File: config.mk
export PLATFORM = sky130hd
export DESIGN_NAME = pcu_fetch_q_flat
export DESIGN_NICKNAME = d
export VERILOG_FILES = /design/src/rtl/pcu_fetch_q_if.sv /design/src/rtl/pcu_fetch_q.sv /design/src/flat_wrapper.sv
export SDC_FILE = /design/constraint.sdc
export NUM_CORES = 1
export LEC_CHECK = 0
export CAP_MARGIN = 10
export CORE_ASPECT_RATIO = 1.4
export CORE_MARGIN = 5
export CORE_UTILIZATION = 57
export DETAILED_ROUTE_END_ITERATION = 10
export PLACE_DENSITY_LB_ADDON = 0.15
export SYNTH_ARGS = -nofsm -noshare
export SYNTH_HDL_FRONTEND = slang
export SYNTH_SLANG_ARGS = --single-unit
File: constraint.sdc
create_clock -name clk -period 3.9 [get_ports clk]
set_input_delay 0.78 -clock clk [delete_from_list [all_inputs] [get_ports clk]]
set_output_delay 0.78 -clock clk [all_outputs]
set_load 0.02 [all_outputs]
File: src/rtl/pcu_fetch_q_if.sv
// Fetch-side bundle for pcu_fetch_q: redirect input, memory request/response, IF/ID output.
// master = the fetch unit, slave = its environment (branch unit, memory, IF/ID).
interface pcu_fetch_q_if #(
  parameter int unsigned XLEN = 32
);
  logic            redirect;
  logic [XLEN-1:0] redirect_pc;
  logic            req_valid;
  logic            req_ready;
  logic [XLEN-1:0] req_addr;
  logic            resp_valid;
  logic [XLEN-1:0] resp_inst;
  logic            resp_ready;
  logic            if_valid;
  logic            if_ready;
  logic [XLEN-1:0] if_pc;
  logic [XLEN-1:0] if_inst;

  modport master (
    input  redirect, redirect_pc, req_ready, resp_valid, resp_inst, if_ready,
    output req_valid, req_addr, resp_ready, if_valid, if_pc, if_inst
  );

  modport slave (
    output redirect, redirect_pc, req_ready, resp_valid, resp_inst, if_ready,
    input  req_valid, req_addr, resp_ready, if_valid, if_pc, if_inst
  );
endinterface

File: src/rtl/pcu_fetch_q.sv
// Program counter unit with credit-limited in-order fetch queue and stale-response dropping.
// Optional PCU_MISALIGN_EN: misaligned redirect targets are flagged and fetch is held off.
module pcu_fetch_q #(
  parameter int unsigned     XLEN       = 32,
  parameter logic [XLEN-1:0] RESET_PC   = 32'h8000_0000,
  parameter int unsigned     INST_BYTES = 4,
  parameter int unsigned     DEPTH      = 4
) (
  input logic           clk,
  input logic           rst,
`ifdef PCU_MISALIGN_EN
  output logic          misalign,
`endif
  pcu_fetch_q_if.master bus
);

  localparam int unsigned PtrW = $clog2(DEPTH);
  localparam int unsigned CntW = $clog2(DEPTH) + 1;

  typedef logic [PtrW-1:0] ptr_t;
  typedef logic [CntW-1:0] cnt_t;
  typedef logic [CntW:0]   cred_t;

  localparam ptr_t            PtrOne = ptr_t'(1);
  localparam cnt_t            CntOne = cnt_t'(1);
  localparam cred_t           CredMax = cred_t'(DEPTH);
  localparam logic [XLEN-1:0] PcStep = XLEN'(INST_BYTES);

  logic [XLEN-1:0] pc_q, pc_d;
  logic [XLEN-1:0] pend_pc_q [DEPTH];
  ptr_t            pend_wr_q, pend_wr_d, pend_rd_q, pend_rd_d;
  cnt_t            pend_cnt_q, pend_cnt_d;
  logic [XLEN-1:0] buf_pc_q [DEPTH];
  logic [XLEN-1:0] buf_inst_q [DEPTH];
  ptr_t            buf_wr_q, buf_wr_d, buf_rd_q, buf_rd_d;
  cnt_t            buf_cnt_q, buf_cnt_d;
  cnt_t            kill_cnt_q, kill_cnt_d;

  logic  fetch_en, req_fire, resp_live, resp_kill, resp_keep, buf_pop;
  cred_t credits;

`ifdef PCU_MISALIGN_EN
  localparam logic [XLEN-1:0] AlignMask = XLEN'(INST_BYTES - 1);
  logic lock_q, lock_d, misalign_q, misalign_d;
  assign fetch_en = !lock_q;
  assign misalign = misalign_q;
`else
  assign fetch_en = 1'b1;
`endif

  // Every request in flight or entry held owns one slot, so responses never need backpressure.
  assign credits = cred_t'(pend_cnt_q) + cred_t'(kill_cnt_q) + cred_t'(buf_cnt_q);

  assign bus.req_valid  = !rst && !bus.redirect && fetch_en && (credits < CredMax);
  assign bus.req_addr   = pc_q;
  assign bus.resp_ready = 1'b1;
  assign bus.if_valid   = (buf_cnt_q != '0);
  assign bus.if_pc      = buf_pc_q[buf_rd_q];
  assign bus.if_inst    = buf_inst_q[buf_rd_q];

  assign req_fire  = bus.req_valid && bus.req_ready;
  // A response with nothing outstanding is a protocol error and is ignored entirely.
  assign resp_live = bus.resp_valid && ((kill_cnt_q != '0) || (pend_cnt_q != '0));
  assign resp_kill = resp_live && (kill_cnt_q != '0);
  assign resp_keep = resp_live && (kill_cnt_q == '0) && !bus.redirect;
  assign buf_pop   = bus.if_valid && bus.if_ready && !bus.redirect;

  always_comb begin
    pc_d       = pc_q;
    pend_wr_d  = pend_wr_q;
    pend_rd_d  = pend_rd_q;
    pend_cnt_d = pend_cnt_q;
    buf_wr_d   = buf_wr_q;
    buf_rd_d   = buf_rd_q;
    buf_cnt_d  = buf_cnt_q;
    kill_cnt_d = kill_cnt_q;
`ifdef PCU_MISALIGN_EN
    lock_d     = lock_q;
    misalign_d = 1'b0;
`endif
    if (bus.redirect) begin
      pc_d       = bus.redirect_pc;
      pend_wr_d  = '0;
      pend_rd_d  = '0;
      pend_cnt_d = '0;
      buf_wr_d   = '0;
      buf_rd_d   = '0;
      buf_cnt_d  = '0;
      // Live requests become stale; a response landing now is itself one of them.
      kill_cnt_d = kill_cnt_q + pend_cnt_q - cnt_t'(resp_live);
`ifdef PCU_MISALIGN_EN
      lock_d     = |(bus.redirect_pc & AlignMask);
      misalign_d = lock_d;
      if (lock_d) pc_d = bus.redirect_pc & ~AlignMask;
`endif
    end else begin
      if (req_fire) begin
        pc_d      = pc_q + PcStep;
        pend_wr_d = pend_wr_q + PtrOne;
      end
      if (resp_kill) kill_cnt_d = kill_cnt_q - CntOne;
      if (resp_keep) begin
        pend_rd_d = pend_rd_q + PtrOne;
        buf_wr_d  = buf_wr_q + PtrOne;
      end
      if (buf_pop) buf_rd_d = buf_rd_q + PtrOne;
      pend_cnt_d = pend_cnt_q + cnt_t'(req_fire) - cnt_t'(resp_keep);
      buf_cnt_d  = buf_cnt_q + cnt_t'(resp_keep) - cnt_t'(buf_pop);
    end
  end

  always_ff @(posedge clk) begin
    if (rst) begin
      pc_q       <= RESET_PC;
      pend_wr_q  <= '0;
      pend_rd_q  <= '0;
      pend_cnt_q <= '0;
      buf_wr_q   <= '0;
      buf_rd_q   <= '0;
      buf_cnt_q  <= '0;
      kill_cnt_q <= '0;
`ifdef PCU_MISALIGN_EN
      lock_q     <= 1'b0;
      misalign_q <= 1'b0;
`endif
    end else begin
      pc_q       <= pc_d;
      pend_wr_q  <= pend_wr_d;
      pend_rd_q  <= pend_rd_d;
      pend_cnt_q <= pend_cnt_d;
      buf_wr_q   <= buf_wr_d;
      buf_rd_q   <= buf_rd_d;
      buf_cnt_q  <= buf_cnt_d;
      kill_cnt_q <= kill_cnt_d;
`ifdef PCU_MISALIGN_EN
      lock_q     <= lock_d;
      misalign_q <= misalign_d;
`endif
    end
  end

  always_ff @(posedge clk) begin
    if (!rst && req_fire) pend_pc_q[pend_wr_q] <= pc_q;
    if (!rst && resp_keep) begin
      buf_pc_q[buf_wr_q]   <= pend_pc_q[pend_rd_q];
      buf_inst_q[buf_wr_q] <= bus.resp_inst;
    end
  end

endmodule
File: src/flat_wrapper.sv
// flat-port wrapper written by rule: the top's interface ports become plain ports
module pcu_fetch_q_flat 
#(
  parameter int unsigned     XLEN       = 32,
  parameter logic [XLEN-1:0] RESET_PC   = 32'h8000_0000,
  parameter int unsigned     INST_BYTES = 4,
  parameter int unsigned     DEPTH      = 4
)
  (clk, rst, bus_redirect, bus_redirect_pc, bus_req_ready, bus_resp_valid, bus_resp_inst, bus_if_ready, bus_req_valid, bus_req_addr, bus_resp_ready, bus_if_valid, bus_if_pc, bus_if_inst);
  pcu_fetch_q_if #(.XLEN(XLEN)) bus_i ();
  input logic clk;
  input logic rst;
  input wire logic [$bits(bus_i.redirect)-1:0] bus_redirect;
  input wire logic [$bits(bus_i.redirect_pc)-1:0] bus_redirect_pc;
  input wire logic [$bits(bus_i.req_ready)-1:0] bus_req_ready;
  input wire logic [$bits(bus_i.resp_valid)-1:0] bus_resp_valid;
  input wire logic [$bits(bus_i.resp_inst)-1:0] bus_resp_inst;
  input wire logic [$bits(bus_i.if_ready)-1:0] bus_if_ready;
  output wire logic [$bits(bus_i.req_valid)-1:0] bus_req_valid;
  output wire logic [$bits(bus_i.req_addr)-1:0] bus_req_addr;
  output wire logic [$bits(bus_i.resp_ready)-1:0] bus_resp_ready;
  output wire logic [$bits(bus_i.if_valid)-1:0] bus_if_valid;
  output wire logic [$bits(bus_i.if_pc)-1:0] bus_if_pc;
  output wire logic [$bits(bus_i.if_inst)-1:0] bus_if_inst;
  assign bus_i.redirect = bus_redirect;
  assign bus_i.redirect_pc = bus_redirect_pc;
  assign bus_i.req_ready = bus_req_ready;
  assign bus_i.resp_valid = bus_resp_valid;
  assign bus_i.resp_inst = bus_resp_inst;
  assign bus_i.if_ready = bus_if_ready;
  assign bus_req_valid = bus_i.req_valid;
  assign bus_req_addr = bus_i.req_addr;
  assign bus_resp_ready = bus_i.resp_ready;
  assign bus_if_valid = bus_i.if_valid;
  assign bus_if_pc = bus_i.if_pc;
  assign bus_if_inst = bus_i.if_inst;
  pcu_fetch_q #(.XLEN(XLEN), .RESET_PC(RESET_PC), .INST_BYTES(INST_BYTES), .DEPTH(DEPTH)) u_core (.clk(clk), .rst(rst), .bus(bus_i));
endmodule
## Word level (Yosys, flattened, before mapping)

Memories as Yosys holds them, arrays and structs flattened. A register that Yosys moved wholly into a read port is not among the register bits.
Cells that the tools add are included.

| storage, ports and cells | value |
|---|---|
| register bits | 49 |
| latch bits | 0 |
| RAM bits | 384 |
| bits in read-only memories | 0 |
| input bits | 70 |
| output and inout port bits | 99 |
| memories kept | 3 |

Memories:

| name | words | bits a word | read ports | clocked after memory_dff | wr ports | line | text |
|---|---|---|---|---|---|---|---|
| u_core.buf_inst_q | 4 | 32 | 1 | 1 | 1 | pcu_fetch_q.sv:34 | `logic [XLEN-1:0] buf_inst_q [DEPTH];` |
| u_core.buf_pc_q | 4 | 32 | 1 | 1 | 1 | pcu_fetch_q.sv:33 | `logic [XLEN-1:0] buf_pc_q [DEPTH];` |
| u_core.pend_pc_q | 4 | 32 | 1 | 1 | 1 | pcu_fetch_q.sv:30 | `logic [XLEN-1:0] pend_pc_q [DEPTH];` |

| cells by class | value |
|---|---|
| add/sub/neg operators | 14 |
| $mul | 0 |
| divide/modulo/power cells | 0 |
| magnitude comparators | 1 |
| eq/ne operators | 0 |
| shift operators | 0 |
| multiplexer cells | 14 |
| bitwise operators | 0 |
| reduce and logical (&&, ||, !) cells | 21 |

Operators by type and width:

| operator | number |
|---|---|
| 32-bit two-way mux | 2 |
| 32-bit by 3-bit adder with 32-bit output (second input constant) | 1 |
| 2-bit two-way mux | 6 |
| 1-bit logical AND | 11 |
| 3-bit nonzero test | 3 |
| 3-bit by 1-bit subtractor with 3-bit output | 3 |
| 2-bit by 1-bit adder with 2-bit output (second input constant) | 4 |
| 3-bit by 1-bit adder with 3-bit output | 2 |
| 3-bit two-way mux | 2 |
| 3-bit by 3-bit adder with 4-bit output | 1 |
| 4-bit by 3-bit adder with 4-bit output | 1 |
| 4-bit by 3-bit less-than comparator with 1-bit output (second input constant) | 1 |
| 1-bit two-way mux | 4 |
| 2-bit nonzero test | 2 |
| 3-bit adder | 1 |
| 3-bit logical NOT | 1 |
| 3-bit by 1-bit subtractor with 3-bit output (second input constant) | 1 |
| 1-bit logical NOT | 2 |
| 2-bit OR reduction | 1 |
| 1-bit logical OR | 1 |

## Longest topological paths before layout

| logic depth | value |
|---|---|
| depth after elaboration | 8 |
| gate-level depth with buffers | 14 |

## Least setup slack after synthesis

Ideal clock, no wire load.

| timing | value |
|---|---|
| kind | register -> register |
| start | register u_core.pend_cnt_q[1] |
| end | memory u_core.pend_pc_q[1][0] (enable) |
| arrival | 3.221 ns |
| setup slack | 0.287 ns |
| stages on the path, launching flop included | 11 |
| clock period less this slack | 3.613 ns |
| path through | dfxtp_1 -> inv_1 -> fa_1 -> or2_2 -> fa_1 -> nand2_1 -> nor2_4 -> nand2_2 -> inv_2 -> buf_4 -> and2_1 |

| between the ends | value |
|---|---|
| cells in the longest elaborated chain, start to end | 8 |

RTL lines:

| element | line | text |
|---|---|---|
| start: declaration | pcu_fetch_q.sv:32 | `cnt_t pend_cnt_q, pend_cnt_d;` |
| start signal: assignment | pcu_fetch_q.sv:130 | `pend_cnt_q <= pend_cnt_d;` |
| 3-bit by 3-bit adder with 4-bit output | pcu_fetch_q.sv:52 | `assign credits = cred_t'(pend_cnt_q) + cred_t'(kill_cnt_q) + cred_t'(buf_cnt_q);` |
| 4-bit by 3-bit adder with 4-bit output | pcu_fetch_q.sv:52 |  |
| 4-bit by 3-bit less-than comparator with 1-bit output | pcu_fetch_q.sv:54 | `assign bus.req_valid = !rst && !bus.redirect && fetch_en && (credits < CredMax);` |
| 1-bit logical AND | pcu_fetch_q.sv:54 |  |
| 1-bit logical AND | pcu_fetch_q.sv:61 | `assign req_fire = bus.req_valid && bus.req_ready;` |
| 1-bit logical AND | pcu_fetch_q.sv:143 | `if (!rst && req_fire) pend_pc_q[pend_wr_q] <= pc_q;` |
| 1-bit two-way mux | pcu_fetch_q.sv:143 |  |
| 1-bit two-way mux (implied by the code) | pcu_fetch_q.sv:143 |  |
| end: declaration | pcu_fetch_q.sv:30 |  |

No other way between the ends.

## Worst setup path after layout

| timing | value |
|---|---|
| start | register u_core.pend_cnt_q[1] |
| end | output bus_req_valid |

| between the ends | value |
|---|---|
| cells in the longest elaborated chain, start to end | 4 |

RTL lines:

| element | line | text |
|---|---|---|
| 3-bit by 3-bit adder with 4-bit output | pcu_fetch_q.sv:52 |  |
| 4-bit by 3-bit adder with 4-bit output | pcu_fetch_q.sv:52 |  |
| 4-bit by 3-bit less-than comparator with 1-bit output | pcu_fetch_q.sv:54 |  |
| 1-bit logical AND | pcu_fetch_q.sv:54 |  |
| end: declaration | flat_wrapper.sv:19 | `output wire logic [$bits(bus_i.req_valid)-1:0] bus_req_valid;` |

No other way between the ends.

==> results.md <==
- Status: finished, final reports clean
- Total wire length: 31900 µm
- HP Class: register to register
- Syn nets: 950
- Tot Pwr: 9330 µW
- Clock sink total: 437
- Rows: 74
- Die width: 155 µm
- Clock Skew: 10.4 ps
- Post-route setup slack: 163 ps
- Maxcap violations: 0
- Clock Latency Late Sink: 520 ps
- Arr. time, crit path: 2960 ps
- Setup violators final: 0
- Synth area leader: edfxtp_1
- Die Ht: 214 µm
- Final Max Tran Viols: 0
- Type of the worst setup path: register to output port
- Core Region: 0.0292 mm²
- DP HPWL: 21000 µm
- Worst EP required: 3120 ps
- DR vias/cell: 5.75
- Root Driver: clkbuf_16
- Die area: 0.0332 mm²
- Global route overflow: 0
- Initial Utilization: 57.8%
- Pre-CTS setup slack: 343 ps
- ANT nets after route: 0
- Post-Syn Instances: 855
- CTS tree: done
- Top_reg_cell synth: edfxtp_1
- Pleak: 0.00650 µW
- Clk network pwr share: 38.3%
- Drt first pass iters: 4
- Hold-fix buffers, CTS: 0
- Synth unique cells: 59
- Nets: 1147
- Sw Ratio: 20.4%
- Top Ports: 169
- RSZ-0062 raised after global routing: no
- Initial DRC count: 568
- Initial antenna violation count: 0
- Post-route cell area: 0.0204 mm²
- Routed wl met3: 1780 µm
- Reg power frac: 56.0%
- Most frequent cells after synthesis: 384 x edfxtp_1, 96 x mux4_2, 53 x dfxtp_1, 40 x nand2_1, 32 x nor2_1
- Wire length on met1: 12900 µm
- Cell Area, Synth: 0.0169 mm²
- Met2 wire length: 16500 µm
- Share of the synthesized area in the top cell type: 68.3%
- DR WL/cell: 21.8 µm
- Rel. slew slack: 41.5%
- P per Cell Area: 457 mW/mm²
- First-pass GRT wire length: 50800 µm
- Most common cell in the netlist: edfxtp_1
- Vias in the first global route: 8897
- CP Launch Type: register
- Synth Register Bits: 437
- PortBufs: 167
- Clock buffer depth: 3
- Area added between synthesis and finish: 21.1%
- Global placement routability congestion: 0.867
- Ratio of cells with drive above 1 in the final layout: 17.9%
- Num CTS Buffers: 39
- Max Freq: 268 MHz
- Synth area leaders: edfxtp_1 68%, mux4_2 13%, dfxtp_1 6.3%
- Fin Setup TNS: 0 ps
- EDFF count, synth: 384
- Area after DPL: 0.0192 mm²
- Avg Inst Size Synth: 19.7 µm²
- Async SR Flop Fraction: 0%
- Combinational power share: 5.6%
- Switching power: 1900 µW
- Peak VDD IR: 0.350 mV
- Slew at the pin closest to its max-slew limit: 878 ps
- Final Cycle Share: 95.8%
- H-tree depth: 2
- Hold Slack: 491 ps
- Minimum clock period: 3740 ps
- Crit path capture type: output port
- N_diodes: 0
- Sequential share of the synthesized area: 74.6%
- Final-report hold violation count: 0
- Worst-path clk slew: 70 ps
- Ys Warns: 0
- Largest net degree at the start of global routing: 62
- Via count: 8394
- Internal power: 7430 µW
- Worst-path maximum fanout: 4
- Max layer used: met4
- All-Layer GR Usage: 19.9%
- Drt drc: 0
path summary, 6_finish.rpt:
path,start,end,slack (ps),cells after the start
worst min-delay path,u_core.pend_wr_q[1],u_core.pend_wr_q[1],490,2
worst max-delay path,u_core.pend_cnt_q[1],bus_req_valid,160,7
worst max register to register,u_core.pend_cnt_q[1],u_core.pend_cnt_q[2],330,13
worst min register to register,u_core.pend_wr_q[1],u_core.pend_wr_q[1],490,2
cells by family (layout without fill, tap and decap cells):
logic type / Yosys count / after routing / synth area share (%)
other: 1 / 1 / 0.0222
adder cells (fa/ha/maj): 25 / 25 / 2.12
AO/OA/AOI/OAI: 51 / 51 / 2.09
flip-flops: 437 / 437 / 74.6
multiplexers: 102 / 102 / 13.2
AND/OR/NAND/NOR: 147 / 147 / 4.66
buffers and inverters: 60 / 285 / 1.55
XOR/XNOR: 32 / 32 / 1.71
repair_timing:
action | in CTS | in global routing
setup buffers | 0 | 0
setup endpoints to repair | 1 | 0
gates resized for setup | 1 | 0
layout by cell type (no fill, tap or decap), drive strengths merged, types with 8 or more instances in the layout:
master	count
inv	22
xor2	19
and2	12
edfxtp	384
and3	10
ha	19
xnor2	13
a211oi	10
nor2	33
clkdlybuf4s50	166
nand4	12
clkinv	12
nand2	41
a21oi	14
clkbuf	55
buf	27
mux4	96
dfxtp	53
nand3	14
a31oi	8
flip-flops by register name, indices dropped and copies added (netlist names), 3 cells and up, named ones only:
name                 cells
u_core.buf_pc_q        128
u_core.pend_cnt_q        3
u_core.kill_cnt_q        3
u_core.pend_pc_q       128
u_core.buf_inst_q      128
u_core.buf_cnt_q         3
u_core.bus.req_addr     32
power groups by stage:
stage               registers (µW)  clock network [µW]  logic (µW)
floorplan                     5330                   0         282
finish                        5230                3580         526
global route                  5240                3870         584
global placement              5320                   0         523
detailed placement            5330                   0         528
CTS                           5230                3660         531
critical path: stages (launching register included):
cell           delay (ps)
dfxtp_1               400
inv_1                 130
fa_1                  430
or2_2                 320
fa_1                  440
xor2_1                190
and3_1                180
dlygate4sd2_1         340
stage by stage:
| step | cells | util, % |
|---|---|---|
| finish | 1460 | 70.1 |
| global route | 1460 | 70.1 |
| CTS | 1460 | 70.1 |
| detailed placement | 1391 | 66.0 |
| global placement | 1391 | 66.0 |
| floorplan | 855 | - |
area by class of cell:
type	count	area, µm²
repair buffers	194	2050
fillers	1925	8730
well taps	380	475
clock inverters	14	92.6
flip-flops and latches	437	12600
clock buffers	55	1100
multi-input cells	358	4040
inverters	22	82.6
per-layer routing:
layer,GRT usage (%),up-vias
met2,34.1,265
met1,26.7,4261
met5,0,-
li1,-,3811
met4,5.71,0
met3,3.31,57
(Power assumes the default switching activity.)
